### src/rtl/cpu_clkgen_multi.sv
`timescale 1ns/1ps
// Dual-ratio CPU clock generator with reset stretcher and aclk-domain rise/fall ticks.
// Optional clock-step hold input is enabled by defining CPU_CLKGEN_STEP_EN.
module cpu_clkgen_multi #(
  parameter int DIV_A      = 15,
  parameter int HIGH_A     = 5,
  parameter int DIV_B      = 9,
  parameter int HIGH_B     = 3,
  parameter int RESET_HOLD = 255,
  parameter int CNT_W      = 5
) (
  input  logic aclk,
  input  logic aresetn,
  input  logic cpu_reset_req,
  input  logic div_sel,
`ifdef CPU_CLKGEN_STEP_EN
  input  logic clk_hold,
`endif
  output logic CPU_CLK,
  output logic CPU_RESET,
  output logic clk_rise_tick,
  output logic clk_fall_tick,
  output logic div_active
);
  localparam int HOLD_W = $clog2(RESET_HOLD + 1);

  if (DIV_A < 2 || DIV_B < 2) begin : g_err_div
    $error("cpu_clkgen_multi: DIV_A and DIV_B must be >= 2");
  end
  if (HIGH_A < 1 || HIGH_A >= DIV_A || HIGH_B < 1 || HIGH_B >= DIV_B) begin : g_err_high
    $error("cpu_clkgen_multi: HIGH_x must lie in 1..DIV_x-1");
  end
  if (RESET_HOLD < 1) begin : g_err_hold
    $error("cpu_clkgen_multi: RESET_HOLD must be >= 1");
  end
  if ((2 ** CNT_W) < DIV_A || (2 ** CNT_W) < DIV_B) begin : g_err_cnt
    $error("cpu_clkgen_multi: CNT_W too small for DIV_A/DIV_B");
  end

  logic [CNT_W-1:0]  r_p;
  logic [HOLD_W-1:0] r_hold;
  logic              r_div, r_clk, r_rst, r_rise, r_fall, r_frozen;
  logic [CNT_W-1:0]  w_div_m1, w_high;
  logic              w_wrap, w_at_high, w_freeze;

  assign w_div_m1  = r_div ? CNT_W'(DIV_B - 1) : CNT_W'(DIV_A - 1);
  assign w_high    = r_div ? CNT_W'(HIGH_B)    : CNT_W'(HIGH_A);
  assign w_wrap    = (r_p == w_div_m1);
  assign w_at_high = (r_p == w_high);

`ifdef CPU_CLKGEN_STEP_EN
  assign w_freeze = clk_hold & w_at_high;
`else
  assign w_freeze = 1'b0;
`endif

  // Ratio only changes on the wrap edge, so the old low phase always completes.
  always_ff @(posedge aclk or negedge aresetn) begin
    if (!aresetn) begin
      r_p      <= '0;
      r_div    <= 1'b0;
      r_clk    <= 1'b0;
      r_rise   <= 1'b0;
      r_fall   <= 1'b0;
      r_frozen <= 1'b0;
    end else begin
      if (!w_freeze) begin
        if (w_wrap) begin
          r_p   <= '0;
          r_div <= div_sel;
        end else begin
          r_p <= r_p + CNT_W'(1);
        end
      end
      r_frozen <= w_freeze;
      r_clk    <= (r_p < w_high);
      r_rise   <= (r_p == '0);
      // The first frozen cycle is the real falling edge; repeats are suppressed.
      r_fall   <= w_at_high & ~r_frozen;
    end
  end

  always_ff @(posedge aclk or negedge aresetn) begin
    if (!aresetn) begin
      r_rst  <= 1'b1;
      r_hold <= '0;
    end else if (cpu_reset_req) begin
      r_rst  <= 1'b1;
      r_hold <= '0;
    end else if (r_rst && r_rise) begin
      if (r_hold == HOLD_W'(RESET_HOLD - 1)) r_rst <= 1'b0;
      r_hold <= r_hold + HOLD_W'(1);
    end
  end

  assign CPU_CLK       = r_clk;
  assign CPU_RESET     = r_rst;
  assign clk_rise_tick = r_rise;
  assign clk_fall_tick = r_fall;
  assign div_active    = r_div;
endmodule

### config.mk
export PLATFORM = sky130hd
export DESIGN_NAME = cpu_clkgen_multi
export DESIGN_NICKNAME = d
export VERILOG_FILES = /design/src/rtl/cpu_clkgen_multi.sv
export SDC_FILE = /design/constraint.sdc
export NUM_CORES = 1
export LEC_CHECK = 0
export ABC_AREA = 1
export BUFFER_PORTS_ARGS = -buffer_cell sky130_fd_sc_hd__clkbuf_2
export CORE_MARGIN = 2
export CORE_UTILIZATION = 45
export DETAILED_ROUTE_END_ITERATION = 8
export PLACE_DENSITY = 0.61
export SLEW_MARGIN = 20
export SYNTH_ARGS = -nofsm -noshare
export SYNTH_HDL_FRONTEND = slang
export SYNTH_SLANG_ARGS = --single-unit
### constraint.sdc
create_clock -name aclk -period 3.1 [get_ports aclk]
set_clock_uncertainty 0.1 [all_clocks]
set_input_delay 0 -clock aclk [delete_from_list [all_inputs] [get_ports aclk]]
set_output_delay 0 -clock aclk [all_outputs]
set_load 0.1 [all_outputs]
==> results.txt, run 1 <==
----------------------------------------------------
[Run status]
  Status ... completed

[Floorplanning]
  Number of placement rows ... 16
  Floorplan Core Area ... 1920 um2
  Die ar. ... 2390 um2
  Die X-Extent ... 48.9 um
  Initial core utilization ... 0.471
  Die Y-Extent ... 48.9 um
  I/O pins ... 9

[Timing]
  Final setup violation count ... 0
  Max-slew violations ... 0
  Final worst path period share ... 0.474
  Peak Freq ... 681 MHz
  Worst slew pin tran ... 0.537 ns
  Setup TNS ... 0 ns
  Slew margin rel. ... 0.643
  Final hold violations ... 0
  Clock period minus final worst setup slack ... 1.47 ns
  Unrepaired setup endpoints after global routing ... false

[Power and ir drop]
  Worst-case vdd ir drop ... 0.000483 V
  Leak ... 0.000532 uW
  Relative contribution of sequential cells to total power ... 0.403
  Proportion of total power due to net switching ... 0.456
  Total power per unit cell area ... 821 nW/um2
  Net switching power ... 392 uW
  Internal Pwr Total ... 467 uW
  Combinational Power Share ... 0.429
  Share of total power in the clock network ... 0.168
  Design Power ... 859 uW

[Worst setup path]
  Arrival time at the worst endpoint ... 1.55 ns
  Maximum fanout along the worst path ... 5
  CP dominant cell by count ... sky130_fd_sc_hd__inv_1
  Critical path startpoint category ... flop
  Critical Path Sink Type ... flop
  Slowest cell delay on critical path ... 0.39 ns
  Worst Path Required ... 3.18 ns
  Slowest-stage cell, CP ... sky130_fd_sc_hd__dfrtp_1
  Worst Path Class, Setup ... flop to flop
  List of cells traversed by the critical path ... inv_1 > ha_1 > inv_1 > nand2_1 > nor2_1 > nand3_1 > inv_2 > o21ai_0

[Detailed routing]
  DR vias ... 687
  Via density per instance ... 4.67
  Post-detailed-route count of antenna-violating nets ... 0
  Post-Route WL ... 1510 um
  First-pass iteration count of the detailed router ... 4
  Starting DRT DRC Count ... 8
  Routed length per placed instance ... 10.3 um
  DRC violations left ... 0

[Synthesis]
  Leading area contributor after synthesis ... sky130_fd_sc_hd__dfrtp_1
  Dominant cells by area after synthesis ... sky130_fd_sc_hd__dfrtp_1, sky130_fd_sc_hd__ha_1, sky130_fd_sc_hd__nand2_1
  Count of unique library cells instantiated by Yosys ... 20
  Primary FF master, synth ... sky130_fd_sc_hd__dfrtp_1
  Cell types with the highest counts after synthesis ... sky130_fd_sc_hd__dfrtp_1, sky130_fd_sc_hd__nand2_1, sky130_fd_sc_hd__nor2_1, sky130_fd_sc_hd__inv_1, sky130_fd_sc_hd__nand3_1
  Area share of the largest cell type after synthesis ... 0.470
  Cell area after technology mapping ... 906 um2
  Synthesized Nets ... 115
  Syn avg cell area ... 8.63 um2
  Post-synthesis sequential element count ... 18
  Number of synthesized flops with an enable pin ... 0
  Sequential fraction of the synthesis area ... 0.499
  Post-synthesis instance total ... 105
  Synthesis Warnings ... 0
  Proportion of synthesized flip-flops having asynchronous set or reset ... 1.00

[GRT]
  Number of antenna violations at the first check in global routing ... 0
  Number of global-route vias before repair ... 652
  Overflow left after global routing ... 0
  Largest net degree at the start of global routing ... 19
  Global-route wire length before repair ... 2760 um
  Total global routing track utilization ... 0.150

[Layout]
  Number of nets at the end of the flow ... 131
  Signed area change from the synthesized netlist to the final layout ... 15.5%
  Count of inserted antenna diode cells ... 0
  Share of post-route cells with drive strength above 1 ... 0.192

[Run]
  Reported max-cap violation count ... 0

[Clock network]
  Max clock buf depth ... 2
  CTS Buf Count ... 3
  CTS tree ... yes
  Cell at the root of the clock tree ... sky130_fd_sc_hd__clkbuf_4
  Depth of the CTS H-tree ... 1
  Clk sinks ... 18
  Clk slew on worst S/H paths ... 0.11 ns
  Skew-Pair Late Insertion Delay ... 0.30 ns
  Post-CTS Setup Inserts ... 0

[Place]
  Final Wtd Congestion ... 0.799
  Number of input and output port buffers inserted ... 8
  Half-perimeter wire length of the detailed placement result ... 1130 um

[Hold path]
  Type of the most critical hold path ... primary input to asynchronous set/reset pin

----------------------------------------------------
## worst max-delay path: cells and delay by family, from the launching register on
| family | cells | cell delay, ns |
|---|---|---|
| adders and majority gates | 1 | 0.30 |
| buffers and inverters | 3 | 0.25 |
| AOI/OAI and AO/OA | 1 | 0.08 |
| DFF | 1 | 0.39 |
| and+or+nand+nor | 3 | 0.24 |
## area by class of cell
class	instances	area [um2]
fill	193	876
clock buffer	4	36.3
sequential	18	452
tap	27	33.8
multi-input combinational	72	398
timing repair buffer	11	70.1
inverter	15	56.3
## cells in the final DEF (no fill, tap or decap)
master,instances
sky130_fd_sc_hd__a21oi_1,4
sky130_fd_sc_hd__a31oi_1,1
sky130_fd_sc_hd__clkbuf_2,8
sky130_fd_sc_hd__clkbuf_4,3
sky130_fd_sc_hd__clkbuf_8,1
sky130_fd_sc_hd__dfrtp_1,17
sky130_fd_sc_hd__dfstp_2,1
sky130_fd_sc_hd__dlygate4sd3_1,3
sky130_fd_sc_hd__ha_1,6
sky130_fd_sc_hd__inv_1,13
sky130_fd_sc_hd__inv_2,2
sky130_fd_sc_hd__nand2_1,17
sky130_fd_sc_hd__nand2_2,2
sky130_fd_sc_hd__nand3_1,11
sky130_fd_sc_hd__nand3_2,1
sky130_fd_sc_hd__nand4_1,2
sky130_fd_sc_hd__nor2_1,15
sky130_fd_sc_hd__nor2_2,3
sky130_fd_sc_hd__nor2_4,1
sky130_fd_sc_hd__nor3_1,1
sky130_fd_sc_hd__o21ai_0,4
sky130_fd_sc_hd__o31ai_1,1
sky130_fd_sc_hd__or2_2,1
sky130_fd_sc_hd__xor2_1,2
## metrics by stage
step / std cells / worst slack [ns] / hold WS, ns / util / instance area [um2]
after detailed placement: 140 / 1.64 / -0.132 / 0.510 / 980
after global placement: 140 / 1.70 / -0.129 / 0.510 / 980
after CTS: 147 / 1.62 / 0.0751 / 0.544 / 1050
final: 147 / 1.63 / 0.0644 / 0.544 / 1050
after global routing: 147 / 1.44 / 0.0925 / 0.544 / 1050
after floorplan: 105 / 1.06 / -0.396 / - / 906
## power groups by stage
stage | clock (uW) | sequential [uW] | combinational (uW)
3_3_place_gp | 0 | 352 | 368
2_1_floorplan | 0 | 470 | 177
4_1_cts | 149 | 347 | 374
6_report | 144 | 346 | 368
3_5_place_dp | 0 | 352 | 370
5_1_grt | 163 | 357 | 415
## sequential cells by signal, indices dropped and copies added, names as in the netlist
| register | cells |
|---|---|
| CPU_CLK | 1 |
| CPU_RESET | 1 |
| clk_fall_tick | 1 |
| clk_rise_tick | 1 |
| div_active | 1 |
| r_hold | 8 |
| r_p | 5 |
## metal layers
metal	GRT usage	up-vias	part of all wire
met5	0	-	0
met4	0.0714	0	0.017
met3	0.0276	4	0.027
met2	0.212	11	0.44
met1	0.220	307	0.52
li1	-	365	-
## timing repair
action                                 CTS  global route
hold buffers                             3             0
endpoints found under the hold margin   28             0
gates resized for setup                  0             0
## logic make-up (layout without fill, tap and decap cells)
kind of cell               count (synthesis)  count (layout)  share of synthesized area
buffers and inverters                     15              30                     0.0622
DFF                                       18              18                      0.499
AOI/OAI and AO/OA                         10              10                     0.0594
xor gates and xnor gates                   2               2                     0.0193
and+or+nand+nor                           54              54                      0.278
adders and majority gates                  6               6                     0.0829
## final timing paths
path                                        start                endpoint  slack (ns)  cells after the start
max                        div_active$_DFFE_PN0N_  div_active$_DFFE_PN0N_        1.63                      8
min                                       aresetn   r_hold[3]$_DFFE_PN0P_        0.06                      2
max reg2reg                div_active$_DFFE_PN0N_  div_active$_DFFE_PN0N_        1.63                      8
min reg2reg                 CPU_RESET$_DFFE_PN1P_   CPU_RESET$_DFFE_PN1P_        0.38                      2
max in group asynchronous                 aresetn   CPU_RESET$_DFFE_PN1P_        2.50                      2
min in group aclk                         div_sel  div_active$_DFFE_PN0N_        0.35                      4
No activity file was read; power rests on OpenSTA's default activity.
==> inputs of run 2 (changes only) <==
Clock period 3.1 ns to 1.5 ns, I/O delays scaled along.
==> results.txt, run 2 (synthesized netlist as in run 1, its figures left out) <==
----------------------------------------------------
[Run status]
  Status ... completed

[Worst setup path]
  Critical Path Sink Type ... flop
  Maximum fanout along the worst path ... 3
  Worst Path Class, Setup ... flop to flop
  Critical path startpoint category ... flop
  Arrival time at the worst endpoint ... 1.59 ns
  Worst Path Required ... 1.59 ns

[Clock network]
  Cell at the root of the clock tree ... sky130_fd_sc_hd__clkbuf_4
  Clk sinks ... 18
  CTS tree ... yes
  Skew-Pair Late Insertion Delay ... 0.28 ns
  Depth of the CTS H-tree ... 1
  Clk slew on worst S/H paths ... 0.10 ns
  Max clock buf depth ... 2
  CTS Buf Count ... 3

[GRT]
  Number of global-route vias before repair ... 688
  Global-route wire length before repair ... 2780 um
  Largest net degree at the start of global routing ... 19
  Total global routing track utilization ... 0.154
  Overflow left after global routing ... 0
  Number of antenna violations at the first check in global routing ... 0

[Floorplanning]
  Number of placement rows ... 16
  Die Y-Extent ... 48.9 um
  Die ar. ... 2390 um2
  I/O pins ... 9
  Floorplan Core Area ... 1920 um2
  Die X-Extent ... 48.9 um
  Initial core utilization ... 0.471

[Layout]
  Register area ... 460 um2
  Share of post-route cells with drive strength above 1 ... 0.262
  Flip-flop count of the largest register, all copies and words added ... 8
  Area of combinational cells with multiple inputs ... 428 um2
  Final instance count without filler cells ... 149
  Share of the core filled with cells ... 0.575
  Number of nets at the end of the flow ... 133
  Total of fill cells in the finished design ... 197
  Largest registers ranked by flip-flop count ... r_hold x8, r_p x5
  Signed area change from the synthesized netlist to the final layout ... 22.0%
  Leading cell types in the layout, fill and taps excluded ... sky130_fd_sc_hd__nand2_1, sky130_fd_sc_hd__dfrtp_1, sky130_fd_sc_hd__nor2_1
  Count of inserted antenna diode cells ... 0
  Cell area after layout ... 1100 um2
  Most flops, register ... r_hold
  Leading cell type in the layout, fill and taps excluded ... sky130_fd_sc_hd__nand2_1

[Place]
  Half-perimeter wire length of the detailed placement result ... 1240 um
  Final Wtd Congestion ... 0.760
  Placed standard-cell area ... 1020 um2
  Number of input and output port buffers inserted ... 8
  Pre-CTS setup slack ... -0.00290 ns
  Number of instances in the placed design ... 140

[Timing]
  Clock period minus final worst setup slack ... 1.49 ns
  Final hold violations ... 0
  Slew margin rel. ... 0.641
  Unrepaired setup endpoints after global routing ... true
  Post-route worst hold slack ... 0.0730 ns
  Final worst path period share ... 0.995
  Worst slew pin tran ... 0.541 ns
  Crit path setup slack, layout ... 0.00740 ns
  Max-slew violations ... 0
  Final setup violation count ... 0
  Peak Freq ... 670 MHz

[Hold path]
  Type of the most critical hold path ... primary input to asynchronous set/reset pin

[Power and ir drop]
  Worst-case vdd ir drop ... 0.00139 V
  Relative contribution of sequential cells to total power ... 0.396
  Internal Pwr Total ... 1050 uW
  Share of total power in the clock network ... 0.151
  Net switching power ... 881 uW
  Combinational Power Share ... 0.453
  Proportion of total power due to net switching ... 0.455
  Total power per unit cell area ... 1750 nW/um2
  Leak ... 0.000538 uW

[Detailed routing]
  Post-Route WL ... 1590 um
  DR vias ... 739
  Routed length per placed instance ... 10.7 um
  Starting DRT DRC Count ... 10
  DRC violations left ... 0
  First-pass iteration count of the detailed router ... 4
  Via density per instance ... 4.96
  Post-detailed-route count of antenna-violating nets ... 0

[Run]
  Reported max-cap violation count ... 0

----------------------------------------------------
run 2: power by group through the flow:
stage	Combinational [uW]	Sequential, uW	Clock, uW
2_1_floorplan	414	1010	0
3_3_place_gp	810	768	0
3_5_place_dp	838	774	0
4_1_cts	866	764	305
5_1_grt	972	783	335
6_report	876	767	292
run 2: final timing paths:
check / startpoint / to / slack, ns / cells past startpoint
worst max-delay path: div_active$_DFFE_PN0N_ / r_p[1]$_DFF_PN0_ / 0.007 / 9
worst max register to register: div_active$_DFFE_PN0N_ / r_p[1]$_DFF_PN0_ / 0.007 / 9
worst min register to register: r_hold[3]$_DFFE_PN0P_ / r_hold[3]$_DFFE_PN0P_ / 0.40 / 1
max in group asynchronous: aresetn / div_active$_DFFE_PN0N_ / 0.89 / 2
min in group aclk: cpu_reset_req / r_hold[1]$_DFFE_PN0P_ / 0.37 / 3
worst min-delay path: aresetn / r_hold[1]$_DFFE_PN0P_ / 0.07 / 2
run 2: cell type report:
cell class              count  area share
flip-flops and latches     18       0.417
clock buffers               4      0.0328
repair buffers             13      0.0793
well taps                  27      0.0306
inverters                  15      0.0532
multi-input cells          72       0.387
run 2: what timing repair did:
item,4_1_cts,5_1_grt
gates resized for setup,1,1
pin swaps,1,1
endpoints found under the hold margin,28,0
gates cloned,0,0
setup buffers,1,1
endpoints found under the setup margin,1,5
hold buffers,3,0
run 2: routing by layer:
metal,track usage,share of wire,vias to the layer above
li1,-,-,375
met1,0.165,0.43,361
met2,0.283,0.55,3
met3,0.0368,0.016,0
met4,0.0714,0,0
met5,0,0,-
run 2: worst max-delay path, stage by stage (launching register included):
cell	delay (ns)
sky130_fd_sc_hd__dfrtp_4	0.52
sky130_fd_sc_hd__inv_4	0.07
sky130_fd_sc_hd__ha_4	0.19
sky130_fd_sc_hd__inv_2	0.04
sky130_fd_sc_hd__nand2_1	0.04
sky130_fd_sc_hd__nor2_1	0.10
sky130_fd_sc_hd__nand3_2	0.10
sky130_fd_sc_hd__buf_4	0.15
sky130_fd_sc_hd__nand2_1	0.05
sky130_fd_sc_hd__inv_1	0.03
run 2: stage by stage:
step                      setup TNS, ns  total power [uW]
final                                 0              1940
after global routing             -0.225              2090
after CTS                      -0.00636              1930
after detailed placement       -0.00290              1610
after global placement                0              1580
after floorplan                  -0.187              1420
